## config.mk

```make
export PLATFORM = sky130hd
export DESIGN_NAME = aip_responder
export DESIGN_NICKNAME = d
export VERILOG_FILES = /design/src/rtl/aip_responder.sv
export SDC_FILE = /design/constraint.sdc
export NUM_CORES = 1
export LEC_CHECK = 0
export ABC_CLOCK_PERIOD_IN_PS = 1500
export CORE_MARGIN = 1.5
export CORE_UTILIZATION = 40
export CTS_CLUSTER_DIAMETER = 50
export CTS_CLUSTER_SIZE = 10
export DETAILED_ROUTE_END_ITERATION = 10
export DONT_BUFFER_PORTS = 1
export GPL_ROUTABILITY_DRIVEN = 0
export GPL_TIMING_DRIVEN = 0
export MAX_ROUTING_LAYER = met4
export SYNTH_ARGS = -nofsm -noshare
export SYNTH_HDL_FRONTEND = slang
export SYNTH_SLANG_ARGS = --single-unit
```

## constraint.sdc

```tcl
create_clock -name clk -period 1.5 [get_ports clk]
set_input_delay 0.15 -clock clk [delete_from_list [all_inputs] [get_ports clk]]
set_output_delay 0.15 -clock clk [all_outputs]
set_load 0.1 [all_outputs]
```

## src/rtl/aip_responder.sv

```systemverilog
// aip_responder: target (IP-side) end of the AIP host bus.
// Decodes conf_dbus/write/read/start, drives the accelerator memory and config
// hooks, and owns STATUS (mask, flags, busy), IP_ID, the auto-increment
// pointers and the active-low int_req line.
// Optional feature: define AIP_RDBK_EN to read back DCONFIG and the pointers.
module aip_responder #(
  parameter int unsigned          DATAWIDTH = 32,
  parameter int unsigned          ADDRW     = 6,
  parameter logic [DATAWIDTH-1:0] IP_ID_VAL = 32'h1000500A
) (
  input  logic                 clk,
  input  logic                 rst_a,
  input  logic                 en_s,
  input  logic [DATAWIDTH-1:0] data_in,
  output logic [DATAWIDTH-1:0] data_out,
  input  logic                 write,
  input  logic                 read,
  input  logic                 start,
  input  logic [4:0]           conf_dbus,
  output logic                 int_req,
  output logic [1:0]           mem_we_o,
  output logic [ADDRW-1:0]     mem_addr_o,
  output logic [DATAWIDTH-1:0] mem_wdata_o,
  output logic [ADDRW-1:0]     out_addr_o,
  input  logic [DATAWIDTH-1:0] out_rdata_i,
  output logic [DATAWIDTH-1:0] cfg_o,
  output logic                 start_o,
  input  logic [7:0]           done_i
);

  localparam logic [4:0] CodeMinX   = 5'd0;
  localparam logic [4:0] CodeAinX   = 5'd1;
  localparam logic [4:0] CodeMinY   = 5'd2;
  localparam logic [4:0] CodeAinY   = 5'd3;
  localparam logic [4:0] CodeMout   = 5'd4;
  localparam logic [4:0] CodeAout   = 5'd5;
  localparam logic [4:0] CodeDcfg   = 5'd6;
  localparam logic [4:0] CodeAcfg   = 5'd7;
  localparam logic [4:0] CodeStatus = 5'd30;
  localparam logic [4:0] CodeIpId   = 5'd31;

  logic [ADDRW-1:0]     ptr1_q, ptr3_q, ptr5_q;
`ifdef AIP_RDBK_EN
  // ACONFIG pointer is only observable through readback.
  logic [ADDRW-1:0]     ptr7_q;
`endif
  logic [7:0]           mask_q;
  logic [7:0]           flags_q;
  logic                 busy_q;
  logic                 wr_en;
  logic [DATAWIDTH-1:0] rd_data;

  assign wr_en = en_s & write & ~rst_a;

  // Memory write port: enable in the same cycle as the host write strobe.
  always_comb begin
    mem_we_o    = 2'b00;
    mem_we_o[0] = wr_en & (conf_dbus == CodeMinX);
    mem_we_o[1] = wr_en & (conf_dbus == CodeMinY);
    mem_addr_o  = (conf_dbus == CodeMinY) ? ptr3_q : ptr1_q;
  end

  assign mem_wdata_o = data_in;
  assign out_addr_o  = ptr5_q;

  // Read source selection for the registered data_out.
  always_comb begin
    rd_data = '0;
    case (conf_dbus)
      CodeMout:   rd_data = out_rdata_i;
      CodeStatus: rd_data = DATAWIDTH'({8'h00, mask_q, 7'd0, busy_q, flags_q});
      CodeIpId:   rd_data = IP_ID_VAL;
`ifdef AIP_RDBK_EN
      CodeAinX:   rd_data = DATAWIDTH'(ptr1_q);
      CodeAinY:   rd_data = DATAWIDTH'(ptr3_q);
      CodeAout:   rd_data = DATAWIDTH'(ptr5_q);
      CodeAcfg:   rd_data = DATAWIDTH'(ptr7_q);
      CodeDcfg:   rd_data = cfg_o;
`endif
      default:    rd_data = '0;
    endcase
  end

  // Bus state: pointers, config, status, start handshake and read data.
  always_ff @(posedge clk) begin
    if (rst_a) begin
      data_out <= '0;
      int_req  <= 1'b1;
      start_o  <= 1'b0;
      cfg_o    <= '0;
      ptr1_q   <= '0;
      ptr3_q   <= '0;
      ptr5_q   <= '0;
`ifdef AIP_RDBK_EN
      ptr7_q   <= '0;
`endif
      mask_q   <= '0;
      flags_q  <= '0;
      busy_q   <= 1'b0;
    end else begin
      start_o <= 1'b0;
      // Core events always latch, even with the bus disabled.
      flags_q <= flags_q | done_i;
      if (done_i[0]) busy_q <= 1'b0;
      int_req <= ~|(flags_q & mask_q);
      if (en_s) begin
        // Start accepted later in the block so it beats a same-cycle DONE.
        if (start && !busy_q) begin
          start_o <= 1'b1;
          busy_q  <= 1'b1;
        end
        if (write) begin
          case (conf_dbus)
            CodeMinX:   ptr1_q  <= ptr1_q + 1'b1;
            CodeAinX:   ptr1_q  <= data_in[ADDRW-1:0];
            CodeMinY:   ptr3_q  <= ptr3_q + 1'b1;
            CodeAinY:   ptr3_q  <= data_in[ADDRW-1:0];
            CodeAout:   ptr5_q  <= data_in[ADDRW-1:0];
            CodeDcfg:   cfg_o   <= data_in;
`ifdef AIP_RDBK_EN
            CodeAcfg:   ptr7_q  <= data_in[ADDRW-1:0];
`endif
            CodeStatus: begin
              mask_q  <= data_in[23:16];
              // Write-1-to-clear; a same-cycle event keeps its flag set.
              flags_q <= (flags_q & ~data_in[7:0]) | done_i;
            end
            default: ;
          endcase
        end else if (read) begin
          data_out <= rd_data;
          if (conf_dbus == CodeMout) ptr5_q <= ptr5_q + 1'b1;
        end
      end
    end
  end

endmodule
```

**Word-level counts from Yosys, hierarchy flattened**

Index checks and enable logic that the tools add are counted.

- Word-level logic and storage cells: 65
- Output and inout port bits: 112
- Memories kept: 0
- Flip-flop bits (word level): 101
- Bits in read-only memories: 0
- Bits in writable memories: 0
- Latch bits: 0

- Reduce and logical (&&, ||, !) cells: 16
- Equal/unequal tests: 9
- Div/mod/pow operators: 0
- Mux-type cells: 15
- Multiply operators: 0
- Order comparisons: 0
- Shift-type cells: 0
- Add/subtract/negate cells: 3
- Bitwise logic cells: 12

Operator list:

| cell | number |
|---|---|
| case mux 32 bit (3 select lines) | 1 |
| 2-to-1 mux 6 bit | 5 |
| 2-to-1 mux 8 bit | 3 |
| case mux 6 bit (2 select lines) | 2 |
| adder 6 x 1 -> 6 bit, second input constant | 3 |
| bitwise AND 8 bit | 2 |
| OR 8 bit | 2 |
| equality test 5 x 3 -> 1 bit, second input constant | 3 |
| AND reduction 3 bit | 5 |
| equality test 5 x 2 -> 1 bit, second input constant | 2 |
| equality test 5 bit, second input constant | 2 |
| NOT 8 bit | 1 |
| nonzero test 2 bit | 4 |
| OR reduction 8 bit | 1 |
| equality test 5 x 1 -> 1 bit, second input constant | 1 |
| zero test 5 bit | 1 |
| bitwise AND 1 bit | 4 |
| 2-to-1 mux 1 bit | 4 |
| AND reduction 4 bit | 1 |
| NOT 1 bit | 3 |
| zero test 1 bit | 2 |
| != test 2 x 1 -> 1 bit, second input constant | 1 |
| OR reduction 2 bit | 1 |
| logical AND 1 bit | 1 |

**Depth between registers and ports, before layout**

- Word-level depth: 6
- Depth in mapped cells: 7

**Worst setup path before layout**

OpenSTA, ideal clock, no wires.

- Path kind: input to output
- Start: input conf_dbus[3]
- End: output mem_we_o[0]
- Data required time: 1.350 ns
- Cell stages on the path: 4
- Path slack: -1.830 ns
- Arrival time: 3.180 ns
- Cell sequence: or3_4 > nor3_4 > buf_4 > nor3b_1

- Word-level cells in the longest chain between the ends: 2

Ends and longest elaborated chain:

| element | RTL line | text |
|---|---|---|
| start: declaration | 19 | `input logic [4:0] conf_dbus,` |
| zero test 5 bit | 58 | `mem_we_o[0] = wr_en & (conf_dbus == CodeMinX);` |
| bitwise AND 1 bit | 58 |  |
| end: declaration | 21 | `output logic [1:0] mem_we_o,` |

No other way between the ends.

**Final worst setup path**

Ends and elaborated chain as after synthesis.

==> results.yml <==
global_routing:
  antenna_found_initial: 0
  track_usage_pct: 25.0
  grt_max_degree: 19
  overflow: 0
  grt_pass1_vias: 4224
  grt_pass1_wl_um: 22100
status:
  status: "finished, violations left"
  violations: "negative setup slack"
logic_synthesis:
  synth-seq-cells: 101
  syn_area_mm2: 0.00458
  synth.area.top_cells: "dfxtp_1 44%, nand2_1 9.6%, a21oi_1 7.1%"
  synth_flop_cell: "dfxtp_1"
  synth_edf_count: 0
  synth_top_cell_area_share_pct: 44.2
  synth_nets: 654
  synth_top_area_cell: "dfxtp_1"
  postSynthCellCount: 568
  ys_seq_area_share_pct: 44.2
  yosysMostFrequentCell: "nand2_1"
  synthDistinctLibCells: 52
  syn_avg_cell_area_um2: 8.06
  netlist_top_cells_count: "117 x nand2_1, 101 x dfxtp_1, 65 x a21oi_1, 34 x buf_4, 33 x nor2_1"
  yosysWarnings: 0
  async_reset_ff_share_pct: 0
finish:
  nets: 728
  syn_to_final_growth_pct: 27.5
  drive_above_1_share_pct: 21.5
  antenna_cells: 0
  stdcell_count: 787
  finish.utilization_pct: 53.1
  nFillCells: 1042
sta:
  final.min_clock_period_ns: 1.84
  rsz0062_at_grt: "true"
  worst_pin_slew_ns: 1.06
  relSlewSlack_pct: 28.9
  hold_viol_final: 0
  clock_skew_ns: 0.00761
  min_period_over_period_pct: 123
  slew_viol_final: 0
  fmax_ghz: 0.543
  layout_setup_ws_ns: -0.342
  holdWs_ns: 0.0116
  setup_viol: 4
worst_setup_path:
  worstPathArrival_ns: 1.69
  worstSetupStartpointType: "input port"
  crit_fanout: 6
  cp-end-kind: "output port"
  critPathKind: "in2out"
  required_ns: 1.35
job:
  cap_violations: 0
floorplan:
  core_mm2: 0.0110
  die-area_mm2: 0.0121
  ios: 195
  die_w_um: 110
  start_util_pct: 41.7
  rows: 38
  die_h_um: 110
clock_tree:
  insertion_delay_ns: 0.35
  cts_tree: "done"
  h-tree-depth: 3
  numCtsBuffers: 9
  clockRootBuffer: "clkbuf_16"
  cts_sinks: 101
  cts.clk_slew.worst_paths_ns: 0.07
  clockBufferDepth: 2
drt:
  first_iter_violations: 290
  routed_wl_um: 15000
  routed.top_layer: "met4"
  wl_met1_um: 6460
  vias: 4443
  detail-route-antenna-nets: 0
  met3WireLength_um: 1450
  vias_per_cell: 5.65
  drc: 0
  drtPass1Iterations: 4
  wl_per_cell_um: 19.1
  met2WireLength_um: 6790
place:
  dpl.hpwl_um: 10700
  port_buffers: 0
  dp.cells: 708
  post-place-ws_ns: -0.654
pwr:
  vdd.ir_drop.worst_v: 0.000586
  p_per_area_mw_per_mm2: 1060
  total_power_uw: 6190
  power.leakage_uw: 0.00216
min_path:
  hold_class: "in2reg"
repair_timing:
| action | in CTS | in global routing |
|---|---|---|
| endpoints found under the hold margin | 71 | 0 |
| hold buffers | 59 | 0 |
| buffers inserted | 3 | 2 |
| gates resized for setup | 20 | 36 |
| pin swaps | 6 | 3 |
| setup endpoints to repair | 15 | 36 |
stage by stage:
step | instance area (µm²) | TNS [ns]
after floorplan | 4640 | -0.568
after global routing | 5840 | -0.869
after CTS | 5760 | -0.699
after detailed placement | 4810 | -9.80
final | 5840 | -0.672
after global placement | 4810 | -7.81
cell usage in the layout (no fill, tap or decap), drive strengths merged, types with 6 or more instances in the layout:
cell,count
o21ai,19
nand3,22
a211oi,7
a221oi,18
nand2,117
nor3,19
a311oi,10
nor2,35
o211ai,6
buf,57
a21oi,65
dlygate4sd3,59
dfxtp,101
clkbuf,30
inv,20
where the power goes:
part,internal [µW],switching [µW]
Sequential,2730,275
Combinational,265,599
Clock,1210,1120
Total,4200,2000
metal layers:
layer | GRT usage, % | vias to the layer above
met1 | 30.9 | 2095
met5 | - | -
li1 | - | 2103
met4 | 9.74 | 0
met3 | 7.77 | 24
met2 | 38.1 | 221
logic make-up after synthesis:
logic type | after synthesis | share of synthesized area (%)
and+or+nand+nor | 225 | 22.7
DFF | 101 | 44.2
muxes | 5 | 1.20
AOI/OAI and AO/OA | 146 | 20.6
adders and majority gates | 3 | 0.820
buffers and inverters | 88 | 10.4
worst max-delay path, stage by stage:
cell and delay, ns:
or3_4 0.40, nor3_4 0.16, buf_6 0.12, nor3b_4 0.86
path summary, 6_finish.rpt:
check | depth (start not counted) | slack [ns] | start | endpoint
worst min register to register | 2 | 0.50 | flags_q[5] | flags_q[5]
worst min-delay path | 2 | 0.01 | rst_a | ptr1_q[5]
worst max register to register | 2 | 0.07 | data_out[3] | data_out[3]
worst max-delay path | 4 | -0.34 | conf_dbus[3] | mem_we_o[0]
registers in the layout, indices dropped and copies added, names as in the netlist:
register    cells
mask_q          8
ptr1_q          6
data_out       32
out_addr_o      6
cfg_o          32
start_o         1
int_req         1
ptr3_q          6
flags_q         8
busy_q          1
cell type report:
class                   instances  area [µm²]  area share [%]
plain buffers                  72         430            7.38
clock buffers                  10         239            4.10
clock inverters                 6        51.3           0.879
inverters                      15        56.3           0.965
multi-input cells             379        2170            37.2
flip-flops and latches        101        2080            35.7
well taps                     140         175            3.00
repair buffers                 64         628            10.8
(Power assumes the default switching activity.)
